==> src/rtl/jtsdram_pkg.sv <==
// rtl/jtsdram_pkg.sv - shared seed, fill/check state encoding and address-derived test pattern
package jtsdram_pkg;

  localparam logic [7:0] JTSDRAM_SEED = 8'h5A;

  typedef enum logic [2:0] {
    ST_IDLE,
    ST_SET,
    ST_WR,
    ST_GAP,
    ST_RD,
    ST_RIDLE,
    ST_NEXTB,
    ST_DONE
  } fill_state_t;

  function automatic logic [15:0] pattern(input logic [1:0]  ba,
                                          input logic [21:0] addr,
                                          input logic [7:0]  seed);
    return addr[15:0] ^ {addr[21:16], ba, seed};
  endfunction

endpackage

==> src/rtl/jtsdram_fill_tout.sv <==
// rtl/jtsdram_fill_tout.sv - resettable wait-cycle counter; expired marks the TOUT-th cycle of a wait
module jtsdram_fill_tout #(
  parameter int TOUT = 255
) (
  input  logic clk,
  input  logic rst,
  input  logic start,
  input  logic clear,
  output logic expired
);

  localparam int CW = $clog2(TOUT + 1);

  logic [CW-1:0] cnt;

  always_ff @(posedge clk) begin
    if (rst || clear) cnt <= '0;
    else if (start)   cnt <= cnt + CW'(1);
  end

  assign expired = start && (cnt == CW'(TOUT - 1));

endmodule

==> src/rtl/jtsdram_fill.sv <==
// rtl/jtsdram_fill.sv - fills SDRAM banks with a pattern before the checker; JTSDRAM_FILL_VERIFY_EN adds read-back
module jtsdram_fill
  import jtsdram_pkg::*;
#(
  parameter int          AW    = 22,
  parameter int          BANKS = 4,
  parameter logic [7:0]  SEED  = JTSDRAM_SEED,
  parameter int          TOUT  = 255
) (
  input  logic        clk,
  input  logic        rst,
  input  logic        downloading,
  output logic        dwnld_busy,
  output logic [21:0] prog_addr,
  output logic [15:0] prog_data,
  output logic [1:0]  prog_mask,
  output logic [1:0]  prog_ba,
  output logic        prog_we,
  output logic        prog_rd,
  input  logic        prog_rdy,
  input  logic        prog_ack,
  input  logic [15:0] data_read,
  output logic        fill_err
);

  fill_state_t   state, state_nxt;
  logic [AW-1:0] addr;
  logic [2:0]    bank;  // one bit wider than prog_ba so bank==BANKS is reachable
  logic          last, waiting, adv, tout_exp;
  logic          unused_in;

  assign last = &addr;
  assign unused_in = ^{prog_ack, data_read};

`ifdef JTSDRAM_FILL_VERIFY_EN
  assign waiting = (state == ST_WR) || (state == ST_RD);
  assign adv     = (state == ST_RIDLE);
  assign prog_rd = (state == ST_RD);
`else
  assign waiting = (state == ST_WR);
  assign adv     = (state == ST_GAP);
  assign prog_rd = 1'b0;
`endif

  assign prog_we    = (state == ST_WR);
  assign prog_mask  = 2'b00;
  assign dwnld_busy = (state != ST_DONE);

  jtsdram_fill_tout #(.TOUT(TOUT)) u_tout (
    .clk     (clk),
    .rst     (rst),
    .start   (waiting),
    .clear   (!waiting),
    .expired (tout_exp)
  );

  always_ff @(posedge clk) begin
    if (rst) state <= ST_IDLE;
    else     state <= state_nxt;
  end

  always_comb begin
    state_nxt = state;
    case (state)
      ST_IDLE:  if (!downloading) state_nxt = ST_SET;
      ST_SET:   state_nxt = ST_WR;
      ST_WR:    if (prog_rdy || tout_exp) state_nxt = ST_GAP;
`ifdef JTSDRAM_FILL_VERIFY_EN
      ST_GAP:   state_nxt = ST_RD;
      ST_RD:    if (prog_rdy || tout_exp) state_nxt = ST_RIDLE;
      ST_RIDLE: state_nxt = last ? ST_NEXTB : ST_SET;
`else
      ST_GAP:   state_nxt = last ? ST_NEXTB : ST_SET;
`endif
      ST_NEXTB: state_nxt = (bank == 3'(BANKS)) ? ST_DONE : ST_SET;
      ST_DONE:  state_nxt = ST_DONE;
      default:  state_nxt = ST_IDLE;
    endcase
  end

  always_ff @(posedge clk) begin
    if (rst) begin
      addr      <= '0;
      bank      <= '0;
      prog_addr <= '0;
      prog_ba   <= '0;
      prog_data <= '0;
      fill_err  <= 1'b0;
    end else begin
      if (state == ST_SET) begin
        prog_addr <= 22'(addr);
        prog_ba   <= bank[1:0];
        prog_data <= pattern(bank[1:0], 22'(addr), SEED);
      end
      // rdy in the expiry cycle still counts as success
      if (state == ST_WR && tout_exp && !prog_rdy) fill_err <= 1'b1;
`ifdef JTSDRAM_FILL_VERIFY_EN
      if (state == ST_RD && ((prog_rdy && data_read != prog_data) || (tout_exp && !prog_rdy)))
        fill_err <= 1'b1;
`endif
      if (adv) begin
        addr <= addr + AW'(1);
        if (last) bank <= bank + 3'd1;
      end
    end
  end

endmodule
==> config.mk <==
export PLATFORM = sky130hd
export DESIGN_NAME = jtsdram_fill
export DESIGN_NICKNAME = d
export VERILOG_FILES = /design/src/rtl/jtsdram_pkg.sv /design/src/rtl/jtsdram_fill_tout.sv /design/src/rtl/jtsdram_fill.sv
export SDC_FILE = /design/constraint.sdc
export NUM_CORES = 1
export LEC_CHECK = 0
export CAP_MARGIN = 10
export CORE_ASPECT_RATIO = 1.75
export CORE_MARGIN = 2
export CORE_UTILIZATION = 45
export DETAILED_ROUTE_END_ITERATION = 12
export PLACE_DENSITY = 0.74
export SLEW_MARGIN = 5
export SYNTH_ARGS = -nofsm -noshare
export SYNTH_HDL_FRONTEND = slang
export SYNTH_SLANG_ARGS = --single-unit
==> constraint.sdc <==
create_clock -name clk -period 2.1 [get_ports clk]
set_clock_uncertainty 0.1 [all_clocks]
set_input_delay 0.63 -clock clk [delete_from_list [all_inputs] [get_ports clk]]
set_output_delay 0.63 -clock clk [all_outputs]
set_load 0.01 [all_outputs]
==> flow_summary_export.csv <==
group,metric,value,unit
power_and_ir_drop,leakagePower,1.341,nW
power_and_ir_drop,switching_share,21.99,%
die,die_w,66.77,um
yosys,syn-cell-area,3103,um2
drt,drtAntennaViolNets,0,
worst_setup_path,setup.worst_path.start_class,"flop",
die,placementRows,40,
placement,dpl.hpwl,4639,um
clock_network,cts_tree,"built",
worst_setup_path,crit_type,"reg2reg",
grt,grt_max_degree,59,
die,start_util,45.93,%
power_and_ir_drop,peakVddDrop,479.5,uV
yosys,synth.distinct_cells,37,
clock_network,htreeDepth,3,
final_layout,nNetsFinal,447,
die,ios,67,
drt,routed_via_density,5.356,
yosys,synth_edf_count,0,
yosys,synth_top_area_cell,"dfxtp_1",
yosys,syn_area_per_cell,8.297,um2
sta,period_minus_slack,1.978,ns
job,max-cap-violations,0,
final_layout,diodes,0,
placement,place_ws,0.1194,ns
power_and_ir_drop,combPwrFrac,7.4,%
clock_network,root_buffer,"clkbuf_16",
worst_setup_path,cp_max_fo,14,
grt,grt_pass1_vias,2566,
clock_network,post_cts_buffers,0,
final_layout,syn2layout_area_growth,27.38,%
drt,vias,2726,
grt,antenna_found_initial,0,
clock_network,clock_latency,0.33,ns
drt,first_pass_iters,4,
clock_network,clk_path_buf_depth,2,
final_layout,final_layout_size_suffix_gt1_share,9.647,%
sta,finalCritPeriodShare,94.17,%
sta,fin_ws,0.1224,ns
grt,grt_usage,19.28,%
yosys,yosysWarningCount,0,
worst_setup_path,cp.required,2.26,ns
power_and_ir_drop,power.internal,2.338,mW
placement,placedCellCount,494,
drt,wl,6743,um
yosys,postSynthCellCount,374,
worst_setup_path,crit_path_end_kind,"flop",
power_and_ir_drop,p_per_area,758.2,nW/um2
sta,rsz0062_at_grt,"no",
yosys,synth_flop_cell,"dfxtp_1",
sta,max_freq,505.7,MHz
placement,place_area,3692,um2
final_layout,final_area,3953,um2
sta,timing.setup.tns,0,ns
drt,drtIter0Drc,130,
die,dieArea,7602,um2
placement,port_buffers,46,
clock_network,numCtsBuffers,9,
sta,hold_ws,0.3516,ns
placement,gp_congestion,0.8251,
sta,slew_violations,0,
sta,hold_viol_final,0,
hold_path,holdCritPathClass,"reg2reg",
sta,setup_violations,0,
drt,drcViolationCount,0,
drt,wl_per_cell,13.25,um
worst_setup_path,worst_ep_arrival_time,2.14,ns
yosys,synthArstFlopShare,0,%
yosys,synth_top_area_share,47.10,%
final_layout,final_util,58.50,%
grt,grt_pass1_wl,11190,um
yosys,ys_seq_elements,73,
clock_network,cts_sinks,73,
yosys,yosys-top-cells-area,"dfxtp_1 (47%), a21oi_1 (7.6%), nand2_1 (7.4%), xnor2_1 (4.8%), nor2_1 (4.1%)",
power_and_ir_drop,switching_power,0.6591,mW
final_layout,stdcell_count,509,
clock_network,clk_pin_slew,0.05,ns
power_and_ir_drop,power.total,2.997,mW
outcome,status,"finished, final reports clean",
sta,worstMarginPinSlew,0.6621,ns
grt,overflow,0,
die,die_y,113.9,um
yosys,seq_area_frac_synth,47.10,%
power_and_ir_drop,clockPowerShare,44.8,%
power_and_ir_drop,p_seq_share,47.8,%
die,coreArea,6756,um2
sta,relSlewSlack,55.86,%
[layout make-up]
cell class,instances,area [um2]
tap,84,105.1
timing repair buffer,69,638.1
clock buffer,15,257.7
inverter,8,30.03
sequential,73,1461
multi-input combinational,260,1460
fill,639,2804
[state kept, by name, summed over array words and instances, names as in the netlist]
signal      flops
addr           22
bank            3
fill_err        1
prog_addr      22
prog_ba         2
prog_data      12
state           3
u_tout.cnt      8
[path summary, 6_finish.rpt]
check	slack, ns	start	endpoint	cells past startpoint
setup / recovery	0.12	addr[7]	bank[2]	4
hold / removal	0.35	prog_addr[10]	prog_addr[10]	2
setup reg to reg	0.12	addr[7]	bank[2]	4
hold reg to reg	0.35	prog_addr[10]	prog_addr[10]	2
[worst max-delay path: stages (launching register included)]
cell and delay (ns):
dfxtp_1 0.38, nand4_2 0.13, or4_4 0.63, or4_1 0.53
a21oi_1 0.14
[cells in the mapped netlist (2+ instances only)]
cell type,instances
a211oi_1,8
a21o_1,2
a21oi_1,47
and3_1,4
and4_1,3
buf_2,3
buf_4,7
clkbuf_1,24
dfxtp_1,73
ha_1,5
inv_1,8
nand2_1,61
nand3_1,15
nand4_1,7
nor2_1,34
nor3_1,4
nor3b_1,2
nor4_1,3
o21ai_0,6
o31ai_1,10
or3_1,3
or4_1,10
xnor2_1,17
xor2_1,5
[cell usage in the layout (no fill, tap or decap), types with 2 or more instances in the layout]
cell	synthesis	layout
clkbuf_1	24	5
clkbuf_16	0	9
xnor2_1	17	17
nor3_1	4	4
xor2_1	5	5
nand2_1	61	61
o21ai_0	6	6
nor4_1	3	3
buf_4	7	22
or3_1	3	3
dlygate4sd2_1	0	2
and4_1	3	3
conb_1	1	3
nor2_1	34	34
and3_1	4	4
nor3b_2	0	2
a211oi_1	8	8
ha_1	5	5
a21o_1	2	2
inv_1	8	8
or4_1	10	10
nand4_1	7	7
dfxtp_1	73	73
clkdlybuf4s50_1	0	43
a21oi_1	47	47
o31ai_1	10	10
nand3_1	15	15
[cells by family after synthesis]
kind of cell	after synthesis	share of synthesized area [%]
other	1	0.1209
buffers and inverters	43	6.411
flip-flops	73	47.10
adder cells (fa/ha/maj)	5	2.016
AND/OR/NAND/NOR	154	24.03
XOR/XNOR	22	6.210
AO/OA/AOI/OAI	76	14.11
[metal layers]
layer	wire length (um)	GRT usage, %	vias to the layer above
met5	0	0	-
met4	230	11.16	0
met3	225	5.030	18
met2	3578	33.13	57
met1	2709	20.70	1282
li1	-	-	1369
[power groups by stage]
stage | Clock, mW | Sequential, mW | Combinational [mW]
after floorplan | 0 | 1.47 | 0.124
after global placement | 0 | 1.46 | 0.222
after detailed placement | 0 | 1.46 | 0.224
after CTS | 1.36 | 1.43 | 0.225
after global routing | 1.41 | 1.43 | 0.246
final | 1.34 | 1.43 | 0.222
[repair_timing]
action	CTS	global route
gates resized for setup	3	0
hold buffers	0	0
setup endpoints to repair	2	0
(Power assumes the default switching activity.)
==> edit 1, RTL diff (same flow settings) <==
The parameter `AW` goes from 22 to 44.
--- a/src/rtl/jtsdram_fill.sv
+++ b/src/rtl/jtsdram_fill.sv
@@ -4,3 +4,3 @@
 #(
-  parameter int          AW    = 22,
+  parameter int          AW    = 44,
   parameter int          BANKS = 4,
Formal check against the unedited RTL: no difference found for any inputs over 10 cycles, from zero or initial values and one cycle with rst high; that may be too few to reach the edited logic, so the function may still have changed.
==> edit 1 against the unedited design <==
  * Power is 20% higher
  * Setup slack worse by 0.032 ns
  * Core utilization is 0.41 points lower
  * Routed wire length is 38% higher
  * Count of clock-buffer cells in the layout is 3 lower
  * Sequential cell count is 22 higher
  * Cell area is 33% higher
  * Highest routed layer unchanged
  * Largest cell class is now multi-input gates
  * Area after synthesis is 34% higher
==> edit 1: results (changes against the unedited design) <==
metric,value,unit,change
outcome,completed,,unchanged
hpwl,6830,microns,was 4640 microns
placedCellCount,670,,was 494
grt_util_all_layers,19.1,%,was 19.3%
cts.clk_slew.worst_paths,0.07,ns,was 0.05 ns
maxSlewHeadroom,57.2,%,was 55.9%
dpl_cell_area,4950,sq um,was 3690 sq um
slowest_stage,dfxtp_1,,was or4_4
drive_above_1_share,12.9,%,was 9.65%
seq_area_frac_synth,45.6,%,was 47.1%
gp_congestion,0.868,,was 0.825
drt_iter0_drc,173,,was 130
cts-root-buf,clkbuf_16,,unchanged
top_regs,"addr (44), prog_addr (22), prog_data (12)",,"was addr (22), prog_addr (22), prog_data (12)"
drc,0,,unchanged
grt_pass1_vias,3497,,was 2566
critPathMaxFanout,4,,was 14
dr.pass1.iters,5,,was 4
antenna_found_initial,0,,unchanged
ys_warn_count,0,,unchanged
dp_slack,0.0694,ns,was 0.119 ns
cts-htree-levels,3,,unchanged
routed_wl,9280,microns,was 6740 microns
synth_flop_cell,dfxtp_1,,unchanged
hold_class,reg -> reg,,unchanged
finalNetCount,590,,was 447
cts-buffers-inserted,9,,unchanged
power_switching,831,uW,was 659 uW
grt_pass1_wl,15800,microns,was 11200 microns
cp.arrival,1.28,ns,was 2.14 ns
antennaDiodeCount,0,,unchanged
async_flop_share,0,%,unchanged
fillers,836,,was 639
cpPeakStageDelay,0.33,ns,was 0.63 ns
synthCells,495,,was 374
port_buffers,46,,unchanged
leakagePower,0.00194,uW,was 0.00134 uW
synth_commonest_cells,"dfxtp_1 (95), nor2_1 (72), nand2_1 (70)",,"was dfxtp_1 (73), nand2_1 (61), a21oi_1 (47)"
ys_types,40,,was 37
synth.top_cells.by_area,"dfxtp_1 (46%), nor2_1 (6.5%), nand2_1 (6.3%)",,"was dfxtp_1 (47%), a21oi_1 (7.6%), nand2_1 (7.4%)"
vias,3561,,was 2726
insertion_delay,0.34,ns,
layoutNonFillerInstCount,688,,was 509
crit_family,flip-flops,,was simple AND/OR/NAND/NOR gates
cts_buffer_depth,2,,unchanged
grt_max_degree,74,,was 59
ir_drop,0.547,mV,was 0.480 mV
## edit 1: cell families after synthesis
family,share of synthesized area (%)
other,0.0899
AOI/OAI and AO/OA,9.36
and+or+nand+nor,28.3
DFF,45.6
xor gates and xnor gates,9.45
adders and majority gates,1.50
muxes,0.480
buffers and inverters,5.19
## edit 1: worst reg2reg max path, delay by kind of cell, from the launching register on
kind / cells / cell delay (ns)
and+or+nand+nor: 4 / 1.06
DFF: 1 / 0.41
buffers and inverters: 1 / 0.22
AOI/OAI and AO/OA: 1 / 0.14
## edit 1: area by class of cell
cell class              count  area [sq um]  area share, %
clock inverters             3          21.3          0.405
multi-input cells         357          2080           39.6
well taps                 120           150           2.86
clock buffers              12           236           4.51
repair buffers             92           823           15.7
inverters                   9          33.8          0.644
flip-flops and latches     95          1900           36.3
## edit 1: per-layer routing
metal  part of all wire [%]  up-vias  global-route usage (%)
li1                       -     1803                       -
met1                     39     1658                    20.4
met2                     54       71                    34.1
met3                    2.9       29                    3.85
met4                    3.8        0                    11.5
met5                      0        -                       0
## edit 1: final timing paths
check,start,to,slack [ns],cells after the start
hold reg to reg,prog_addr[10],prog_addr[10],0.35,2
setup / recovery,state[2],prog_we,0.09,3
setup reg to reg,addr[11],addr[31],0.10,6
hold / removal,prog_addr[10],prog_addr[10],0.35,2
## edit 1: power by group through the flow
stage	clock (uW)	combinational (uW)	sequential (uW)
floorplan	0	172	1910
global placement	0	279	1910
detailed placement	0	286	1910
CTS	1480	285	1870
global route	1550	312	1870
finish	1440	282	1870
## edit 1: repair_timing
item	4_1_cts	5_1_grt
buffers inserted	0	3
endpoints found under the setup margin	2	6
hold buffers	0	0
pin swaps	0	2
resized for setup	3	2
endpoints found under the hold margin	0	0
==> edit 2, RTL diff (config.mk and constraints unchanged) <==
Without the edit above. The 8 states of `fill_state_t` get a one-hot encoding in 8 bits.
--- a/src/rtl/jtsdram_pkg.sv
+++ b/src/rtl/jtsdram_pkg.sv
@@ -5,11 +5,11 @@
 
-  typedef enum logic [2:0] {
-    ST_IDLE,
-    ST_SET,
-    ST_WR,
-    ST_GAP,
-    ST_RD,
-    ST_RIDLE,
-    ST_NEXTB,
-    ST_DONE
+  typedef enum logic [7:0] {
+    ST_IDLE  = 8'b00000001,
+    ST_SET   = 8'b00000010,
+    ST_WR    = 8'b00000100,
+    ST_GAP   = 8'b00001000,
+    ST_RD    = 8'b00010000,
+    ST_RIDLE = 8'b00100000,
+    ST_NEXTB = 8'b01000000,
+    ST_DONE  = 8'b10000000
   } fill_state_t;
Formal check against the unedited RTL: no difference found for any inputs over 10 cycles, from zero or initial values and one cycle with rst high; not proved beyond that.
==> edit 2 against the unedited design <==
  * Setup slack worse by 0.054 ns
  * Register-to-register slack worse by 0.02 ns
  * Largest cell class is now multi-input gates
  * Routed wire length is 11% higher
  * Highest routed layer unchanged
  * Cell area is 11% higher
  * Sequential cell count is 3 higher
  * Area after synthesis is 9.4% higher
  * Global-route usage is 0.62 points lower
  * Synthesized cell count is 8.3% higher
Power is not compared: it rests on default switching activity, and its combinational part moved more than twofold at a synthesized area within 25%.
==> edit 2: results (changes against the unedited design) <==
metric,value,unit,change
grt.met1_usage,21.1,%,was 20.7%
m1WireLength,3130,microns,was 2710 microns
wl_per_cell,13.8,microns,was 13.2 microns
ys_types,44,,was 37
grt_pass1_wl,12600,microns,was 11200 microns
drt_iter0_drc,153,,was 130
ir_drop,0.497,mV,
outcome,completed,,unchanged
finalNetCount,480,,was 447
drive_above_1_share,13.5,%,was 9.65%
met2_usage,33.1,%,about the same
cts.clk_slew.worst_paths,0.06,ns,
critPathMaxFanout,3,,was 14
hpwl,5130,microns,was 4640 microns
port_buffers,46,,unchanged
grt_pass1_vias,2706,,was 2566
synth_commonest_cells,"dfxtp_1 (76), nand2_1 (65), a21oi_1 (46)",,"was dfxtp_1 (73), nand2_1 (61), a21oi_1 (47)"
dr.pass1.iters,4,,unchanged
grt_max_degree,45,,was 59
gp_congestion,0.805,,was 0.825
seq_area_frac_synth,44.8,%,was 47.1%
met2_length,3970,microns,was 3580 microns
yosys.area_share.adder,1.84,%,was 2.02%
top_layer,met4,,unchanged
routed_wl,7500,microns,was 6740 microns
placedCellCount,528,,was 494
synth_top_area_share,44.8,%,was 47.1%
synth_xor_area_share,4.90,%,was 6.21%
synth_compound_area_share,13.7,%,was 14.1%
routed_via_density,5.38,,was 5.36
avgSynthCellArea,8.38,sq um,was 8.30 sq um
antennaDiodeCount,0,,unchanged
grt_util_all_layers,18.7,%,was 19.3%
cp.arrival,1.30,ns,was 2.14 ns
synth.top_cells.by_area,"dfxtp_1 (45%), nand2_1 (7.2%), a21oi_1 (6.8%)",,"was dfxtp_1 (47%), a21oi_1 (7.6%), nand2_1 (7.4%)"
insertion_delay,0.34,ns,
dr_wl_met3,257,microns,was 225 microns
synth_mux_area_share,1.95,%,was 0%
grt.met3_usage,4.31,%,was 5.03%
leakagePower,0.00151,uW,
[edit 2: cell count changes after synthesis, sizes merged, moves of 4 or more]
cell / delta
buf: +4
xnor2: -6
nand2: +4
nor2b: +6
nand2b: +7
mux2: +5
[edit 2: final cells by class]
type                       instances  area [sq um]
clock buffer                      10           239
clock inverter                     5           100
sequential                        76          1520
fill                             647          2910
multi-input combinational        284          1690
inverter                           8          30.0
timing repair buffer              75           692
tap                               86           108
[edit 2: kinds of logic after synthesis]
kind of cell | Yosys count
xor+xnor | 19
buf+inv | 47
flops | 76
other cells | 1
fa+ha+maj | 5
compound gates | 79
mux | 6
simple gates | 172
[edit 2: where the power goes]
group | switching, uW | internal (uW)
Combinational | 263 | 236
Clock | 571 | 1180
Sequential | 33.3 | 1510
Total | 867 | 2920
[edit 2: through the flow]
step | instance area (sq um) | setup slack (ns)
after floorplan | 3400 | 0.159
after global placement | 4010 | 0.0914
after detailed placement | 4010 | 0.0579
after CTS | 4350 | -0.0626
after global routing | 4380 | -0.00937
final | 4380 | 0.0684
[edit 2: worst paths after layout]
check                           slack, ns     start    endpoint  cells after the start
worst max-delay path                 0.07  state[2]  dwnld_busy                      4
worst min-delay path                 0.35  fill_err    fill_err                      2
worst max register to register       0.10  state[3]    addr[14]                      6
worst min register to register       0.35  fill_err    fill_err                      2
[edit 2: worst max-delay path: stages, from the launching register on]
cell and delay (ns):
dfxtp_1 0.32, nor4_2 0.29, buf_4 0.16, nand3b_1 0.07
clkbuf_2 0.13
[edit 2: repair_timing]
item | CTS | global route
setup endpoints to repair | 2 | 13
gates cloned | 0 | 0
hold endpoints to repair | 0 | 0
buffers inserted | 0 | 1
resized for setup | 3 | 10
pin swaps | 0 | 2
